<file path="config.mk">
export PLATFORM = sky130hd
export DESIGN_NAME = ltc26x0_queued_writer
export DESIGN_NICKNAME = d
export VERILOG_FILES = /design/src/rtl/ltc26x0_pkg.sv /design/src/rtl/ltc26x0_cmd_fifo.sv /design/src/rtl/ltc26x0_queued_writer.sv
export SDC_FILE = /design/constraint.sdc
export NUM_CORES = 1
export LEC_CHECK = 0
export ABC_CLOCK_PERIOD_IN_PS = 2000
export CAP_MARGIN = 20
export CORE_MARGIN = 8
export CORE_UTILIZATION = 53
export CTS_CLUSTER_SIZE = 16
export DETAILED_ROUTE_END_ITERATION = 6
export GPL_ROUTABILITY_DRIVEN = 0
export GPL_TIMING_DRIVEN = 1
export PLACE_DENSITY_LB_ADDON = 0.2
export SLEW_MARGIN = 15
export SYNTH_ARGS = -nofsm -noshare
export SYNTH_HDL_FRONTEND = slang
export SYNTH_SLANG_ARGS = --single-unit
</file>
<file path="constraint.sdc">
create_clock -name clk -period 2 [get_ports clk]
set_clock_uncertainty 0.1 [all_clocks]
set_input_delay 0.5 -clock clk [delete_from_list [all_inputs] [get_ports clk]]
set_output_delay 0.5 -clock clk [all_outputs]
set_load 0.02 [all_outputs]
</file>
<file path="src/rtl/ltc26x0_pkg.sv">
// Shared types and constants for the LTC26x0 queued SPI writer.
// Command codes follow the LTC2600/2610/2620 datasheet.
package ltc26x0_pkg;

    typedef enum logic [2:0] {
        ST_IDLE,
        ST_LEAD,
        ST_SCK_HI,
        ST_SCK_LO,
        ST_GAP,
        ST_CLEAR
    } ltc_state_t;

    localparam logic [3:0] CMD_WRITE         = 4'h0;
    localparam logic [3:0] CMD_UPDATE        = 4'h1;
    localparam logic [3:0] CMD_WRITE_UPD_ALL = 4'h2;
    localparam logic [3:0] CMD_WRITE_UPD     = 4'h3;
    localparam logic [3:0] CMD_PWRDN         = 4'h4;
    localparam logic [3:0] CMD_NOP           = 4'hF;

    localparam logic [3:0] ADDR_ALL = 4'hF;

    localparam int FRAME_BITS = 24;

endpackage

</file>
<file path="src/rtl/ltc26x0_cmd_fifo.sv">
// Command FIFO for the LTC26x0 writer: registered pointers and level,
// push gated by full, pop gated by empty, simultaneous push/pop allowed.
module ltc26x0_cmd_fifo #(
    parameter int WIDTH = 24,
    parameter int DEPTH = 4
) (
    input  logic                     clk,
    input  logic                     rst,
    input  logic                     push,
    input  logic [WIDTH-1:0]         wdata,
    input  logic                     pop,
    output logic [WIDTH-1:0]         rdata,
    output logic                     full,
    output logic                     empty,
    output logic [$clog2(DEPTH):0]   level
);

    localparam int AW = $clog2(DEPTH);
    localparam int LW = AW + 1;

    logic [WIDTH-1:0] mem [DEPTH];
    logic [AW-1:0]    wr_ptr;
    logic [AW-1:0]    rd_ptr;
    logic             do_push;
    logic             do_pop;

    assign full    = (level == LW'(DEPTH));
    assign empty   = (level == '0);
    assign do_push = push && !full;
    assign do_pop  = pop && !empty;
    assign rdata   = mem[rd_ptr];

    // Pointers are exactly AW bits wide, so they wrap modulo DEPTH.
    always_ff @(posedge clk or posedge rst) begin
        if (rst) begin
            wr_ptr <= '0;
            rd_ptr <= '0;
            level  <= '0;
        end else begin
            if (do_push) wr_ptr <= wr_ptr + 1'b1;
            if (do_pop)  rd_ptr <= rd_ptr + 1'b1;
            if (do_push && !do_pop)
                level <= level + 1'b1;
            else if (!do_push && do_pop)
                level <= level - 1'b1;
        end
    end

    always_ff @(posedge clk) begin
        if (do_push) mem[wr_ptr] <= wdata;
    end

endmodule

</file>
<file path="src/rtl/ltc26x0_queued_writer.sv">
// Queued SPI write engine for the LTC2600/2610/2620 DACs: command FIFO,
// 24-bit frame serialiser with programmable SCK/CSB timing and CLR sequencer.
module ltc26x0_queued_writer
    import ltc26x0_pkg::*;
#(
    parameter int DATA_WIDTH = 16,
    parameter int FIFO_DEPTH = 4,
    parameter int SCK_DIV    = 2,
    parameter int CS_GAP     = 2,
    parameter int CLR_CYCLES = 4
) (
    input  logic                          clk,
    input  logic                          rst,
    input  logic                          cmd_valid,
    output logic                          cmd_ready,
    input  logic [3:0]                    command,
    input  logic [3:0]                    address,
    input  logic [DATA_WIDTH-1:0]         data,
    input  logic                          clr_req,
    output logic                          sck,
    output logic                          sdi,
    output logic                          csb,
    output logic                          clrb,
    output logic                          busy,
    output logic                          write_complete,
    output logic [$clog2(FIFO_DEPTH):0]   fifo_level
);

    if (DATA_WIDTH != 16 && DATA_WIDTH != 14 && DATA_WIDTH != 12) begin : g_bad_dw
        $error("DATA_WIDTH must be 16, 14 or 12");
    end
    if (FIFO_DEPTH < 2 || (FIFO_DEPTH & (FIFO_DEPTH - 1)) != 0) begin : g_bad_depth
        $error("FIFO_DEPTH must be a power of two >= 2");
    end
    if (SCK_DIV < 1 || CS_GAP < 1 || CLR_CYCLES < 1) begin : g_bad_timing
        $error("SCK_DIV, CS_GAP and CLR_CYCLES must be >= 1");
    end

    localparam int EW    = 8 + DATA_WIDTH;
    localparam int PAD   = 16 - DATA_WIDTH;
    localparam int CMAX0 = (SCK_DIV > CS_GAP) ? SCK_DIV : CS_GAP;
    localparam int CMAX  = (CMAX0 > CLR_CYCLES) ? CMAX0 : CLR_CYCLES;
    localparam int CW    = $clog2(CMAX + 1);

    localparam logic [CW-1:0] DIV_LAST = CW'(SCK_DIV - 1);
    localparam logic [CW-1:0] GAP_LAST = CW'(CS_GAP - 1);
    localparam logic [CW-1:0] CLR_LAST = CW'(CLR_CYCLES - 1);
    localparam logic [4:0]    BIT_LAST = 5'(FRAME_BITS - 1);

    ltc_state_t state;
    ltc_state_t state_n;

    logic [CW-1:0]          cnt;
    logic [4:0]             bit_cnt;
    logic [FRAME_BITS-1:0]  shreg;
    logic [FRAME_BITS-1:0]  frame;
    logic [EW-1:0]          head;
    logic [15:0]            data_lj;
    logic                   clr_pend;
    logic                   pop;
    logic                   take_clr;
    logic                   full;
    logic                   empty;

    ltc26x0_cmd_fifo #(
        .WIDTH (EW),
        .DEPTH (FIFO_DEPTH)
    ) u_fifo (
        .clk   (clk),
        .rst   (rst),
        .push  (cmd_valid),
        .wdata ({command, address, data}),
        .pop   (pop),
        .rdata (head),
        .full  (full),
        .empty (empty),
        .level (fifo_level)
    );

    assign cmd_ready = !full;
    assign busy      = (state != ST_IDLE) || !empty || clr_pend;

    // Narrower DAC codes are left-justified in the 16-bit data field.
    assign data_lj = 16'(head[DATA_WIDTH-1:0]) << PAD;
    assign frame   = {head[EW-1 -: 8], data_lj};

    // The shift register MSB is a flop, so sdi is registered by construction.
    assign sdi = shreg[FRAME_BITS-1];

    always_comb begin
        state_n  = state;
        pop      = 1'b0;
        take_clr = 1'b0;
        unique case (state)
            ST_IDLE: begin
                if (clr_pend) begin
                    state_n  = ST_CLEAR;
                    take_clr = 1'b1;
                end else if (!empty) begin
                    state_n = ST_LEAD;
                    pop     = 1'b1;
                end
            end
            ST_LEAD: begin
                if (cnt == DIV_LAST) state_n = ST_SCK_HI;
            end
            ST_SCK_HI: begin
                if (cnt == DIV_LAST) state_n = ST_SCK_LO;
            end
            ST_SCK_LO: begin
                if (cnt == DIV_LAST)
                    state_n = (bit_cnt == BIT_LAST) ? ST_GAP : ST_SCK_HI;
            end
            ST_GAP: begin
                if (cnt == GAP_LAST) state_n = ST_IDLE;
            end
            ST_CLEAR: begin
                if (cnt == CLR_LAST) state_n = ST_IDLE;
            end
            default: state_n = ST_IDLE;
        endcase
    end

    // Pin registers load from the next state so pins line up with the state.
    always_ff @(posedge clk or posedge rst) begin
        if (rst) begin
            state          <= ST_IDLE;
            cnt            <= '0;
            bit_cnt        <= '0;
            shreg          <= '0;
            clr_pend       <= 1'b0;
            csb            <= 1'b1;
            sck            <= 1'b0;
            clrb           <= 1'b1;
            write_complete <= 1'b0;
        end else begin
            state <= state_n;
            cnt   <= (state_n != state) ? '0 : cnt + 1'b1;

            if (pop) begin
                shreg   <= frame;
                bit_cnt <= '0;
            end else if (state == ST_SCK_HI && state_n == ST_SCK_LO) begin
                shreg <= {shreg[FRAME_BITS-2:0], 1'b0};
            end

            if (state == ST_SCK_LO && state_n == ST_SCK_HI)
                bit_cnt <= bit_cnt + 5'd1;

            clr_pend <= clr_req || (clr_pend && !take_clr);

            csb  <= !(state_n == ST_LEAD || state_n == ST_SCK_HI ||
                      state_n == ST_SCK_LO);
            sck  <= (state_n == ST_SCK_HI);
            clrb <= (state_n != ST_CLEAR);
            write_complete <= (state_n == ST_GAP) && (state != ST_GAP);
        end
    end

endmodule

</file>
==> impl_metrics.ini <==
[outcome]
status = complete, but fails checks
violations = negative setup slack

[floorplanning]
fp.dieW_microns = 122
core_area_sq_um = 10900
ios = 38
start_util = 0.544
dieHeight_microns = 122
die_area_sq_um = 14800
row_count = 38

[final_layout]
fin_util = 0.676
drive_gt1_frac = 0.292
n_antenna_cell = 0
syn_to_final_growth_pct = 24.3
nets = 456

[global_routing]
grt_pass1_vias = 3443
grt_start_max_net_pins = 48
grt.total_usage = 0.163
overflow = 0
grt_antenna_before_repair = 0
grt_first_pass_wirelength_microns = 18000

[place]
dp_hpwl_microns = 6380
port-buffer-count = 37

[drt]
viasPerCell = 5.50
drt_iter0_markers = 261
firstDrtPassIters = 5
route.vias.total = 3140
ant_nets = 0
drc = 0
wl_per_cell_microns = 19.0
wirelength_microns = 10800

[synthesis]
synth_ff_type = edfxtp_1
synth_fa_ha_area_frac = 0.0224
ys_ff_latch = 143
synth_nets = 384
syn_avg_cell_area_sq_um = 17.1
synth_edf_count = 96
synthDistinctLibCells = 49
yosysSeqAreaShare = 0.686
syn_inst = 346
netlist_area_sq_um = 5920
synth_xor_area_frac = 0.0118
synth_top_family_by_area = multiplexers
synthMuxAreaShare = 0.134
yosysWarnings = 0
async_reset_ff_frac = 0.329
synth_compound_area_frac = 0.0494
synthSimpleGateAreaFrac = 0.0710

[power_and_ir_drop]
power_density_nw_per_um2 = 1440
leakagePower_uw = 0.00270
ir_drop_v = 0.000810
finalPower_uw = 10600

[critical_path]
critPathMaxFanout = 2
crit_path_end_kind = output port
cpMaxStageDelayCell = or3_4
crit_buf_inv = 1
rr_endpoint = u_fifo.level[1]
crit_path_max_incr_delay_ns = 0.39
start_kind = flip-flop
cp_common_cell = or3_4
r2r_cells = 9
path_delay_family = simple AND/OR/NAND/NOR gates
r2r-start = state[0]
cp.required_ns = 1.40
path_class = reg -> out
regToRegSetupSlack_ns = -0.35
worstPathCellList = or3_4 -> or3_4 -> buf_6
cp.arrival_ns = 1.79

[timing]
finalSetupViolCount = 8
hold_viol_final = 0
post-route-period-util = 1.20
slew_headroom = 0.784
fin_crit_ns = 2.39
whs_ns = 0.223
rsz0062_at_grt = true
finalMaxSlewViolations = 0
layout_setup_ws_ns = -0.393
fmax_ghz = 0.418
tightest_slew_ns = 0.321

[clock_network]
cts-root-buf = clkbuf_8
cts_inserted_buffers = 17
cts_tree = done
htreeDepth = 4
cts_max_path_buffers = 2
path_clk_slew_ns = 0.06
cts_hold_buffers = 0
clock_sinks = 143
clock_latency_ns = 0.52

[flow_run]
cap_violations = 0

[min_path]
hold_class = in -> async
-- placed cells by master, fill, tap and decap left out, types with 4 or more instances in the layout --
cell type	count
and3_1	4
buf_12	8
buf_4	20
buf_6	4
clkbuf_1	6
clkbuf_16	17
clkdlybuf4s50_1	27
clkinv_2	4
dfrtp_1	43
edfxtp_1	96
ha_1	8
inv_1	6
mux2i_1	23
mux4_2	24
nand2_1	26
nand3_1	5
nand3b_1	4
nor2_1	6
o21ai_0	9
o21ai_2	17
or3_4	4
xnor2_1	6
-- how the worst max path moves through the flow --
stage / from / endpoint / slack (ns) / cells past startpoint
6_report: state[0] / busy / -0.39 / 3
3_5_place_dp: cmd_valid / u_fifo.level[2] / -0.35 / 8
5_1_grt: state[0] / busy / -0.44 / 3
2_1_floorplan: state[1] / u_fifo.level[1] / -0.09 / 7
4_1_cts: state[1] / busy / -0.41 / 3
3_3_place_gp: cmd_valid / u_fifo.level[2] / -0.30 / 8
-- layout make-up --
type | count | area [sq um]
clock buffers | 26 | 489
clock inverters | 6 | 80.1
fillers | 744 | 3520
inverters | 9 | 33.8
multi-input cells | 178 | 1760
flip-flops and latches | 143 | 4060
well taps | 140 | 175
repair buffers | 69 | 764
-- cells in the mapped netlist, types with 2 or more instances --
master    instances  area [sq um]
a21o_1            3          22.5
a22o_1            3          26.3
and3_1            4          25.0
buf_2             5          25.0
buf_4             4          30.0
buf_6             2          22.5
buf_8             2          30.0
clkbuf_1          2          7.51
dfrtp_1          45          1130
dfstp_2           2          52.6
edfxtp_1         96          2880
ha_1              9           113
inv_1             8          30.0
mux2_2            2          22.5
mux2i_1          23           230
mux4_2           24           541
nand2_1          27           101
nand2b_1          3          18.8
nand3_1           5          25.0
nand3b_1          4          30.0
nand4b_1          2          17.5
nor2_1            7          26.3
nor3_1            3          15.0
nor3_4            2          32.5
nor3b_1           2          15.0
o21ai_0           9          45.0
o21ai_1           2          10.0
o21ai_2          17           149
or3_1             2          12.5
or3_4             2          22.5
xnor2_1           6          52.6
xor2_1            2          17.5
-- cell families (layout without fill, tap and decap cells) --
| logic type | Yosys count | after routing |
|---|---|---|
| AO/OA/AOI/OAI | 39 | 39 |
| XOR/XNOR | 8 | 8 |
| adder cells (fa/ha/maj) | 10 | 10 |
| buffers and inverters | 25 | 110 |
| flip-flops | 143 | 143 |
| multiplexers | 49 | 49 |
| AND/OR/NAND/NOR | 72 | 72 |
-- registers in the layout, indices dropped and copies added, names as in the netlist --
signal and cells:
shreg 24, clr_pend 1, write_complete 1, u_fifo.level 3, u_fifo.mem 96, bit_cnt 5, sck 1, state 3
csb 1, clrb 1, cnt 3, u_fifo.wr_ptr 2, u_fifo.rd_ptr 2
-- layer usage --
metal  vias to the layer above  global-route usage  part of all wire
met4                         0              0.0794             0.015
met1                      1597               0.195              0.44
met3                        13              0.0467             0.035
li1                       1466                   -                 -
met2                        64               0.267              0.51
met5                         -                   0                 0
-- per-stage QoR --
stage	cell area (sq um)	worst slack [ns]	TNS (ns)	cells
3_5_place_dp	6660	-0.350	-0.990	533
5_1_grt	7360	-0.437	-1.75	571
2_1_floorplan	5950	-0.0879	-0.168	346
6_report	7360	-0.393	-1.26	571
4_1_cts	7340	-0.415	-1.52	571
3_3_place_gp	6660	-0.304	-0.829	533
-- power breakdown --
part / internal (uW) / switching, uW
registers: 4010 / 325
logic: 1640 / 1650
clock network: 1910 / 1100
-- worst reg2reg max path: stages (launching register included) --
cell	delay (ns)
dfrtp_1	0.38
or3_4	0.39
buf_4	0.15
buf_6	0.12
nor3_4	0.15
inv_2	0.08
ha_4	0.17
inv_2	0.05
fa_1	0.39
mux2_4	0.28
-- what timing repair did --
item,CTS,global route
gates resized for setup,32,7
setup buffers,5,0
setup endpoints to repair,16,25
cloned,2,0
endpoints found under the hold margin,0,0
pin swaps,4,3
Note: power is estimated with default switching activity, not from simulation.
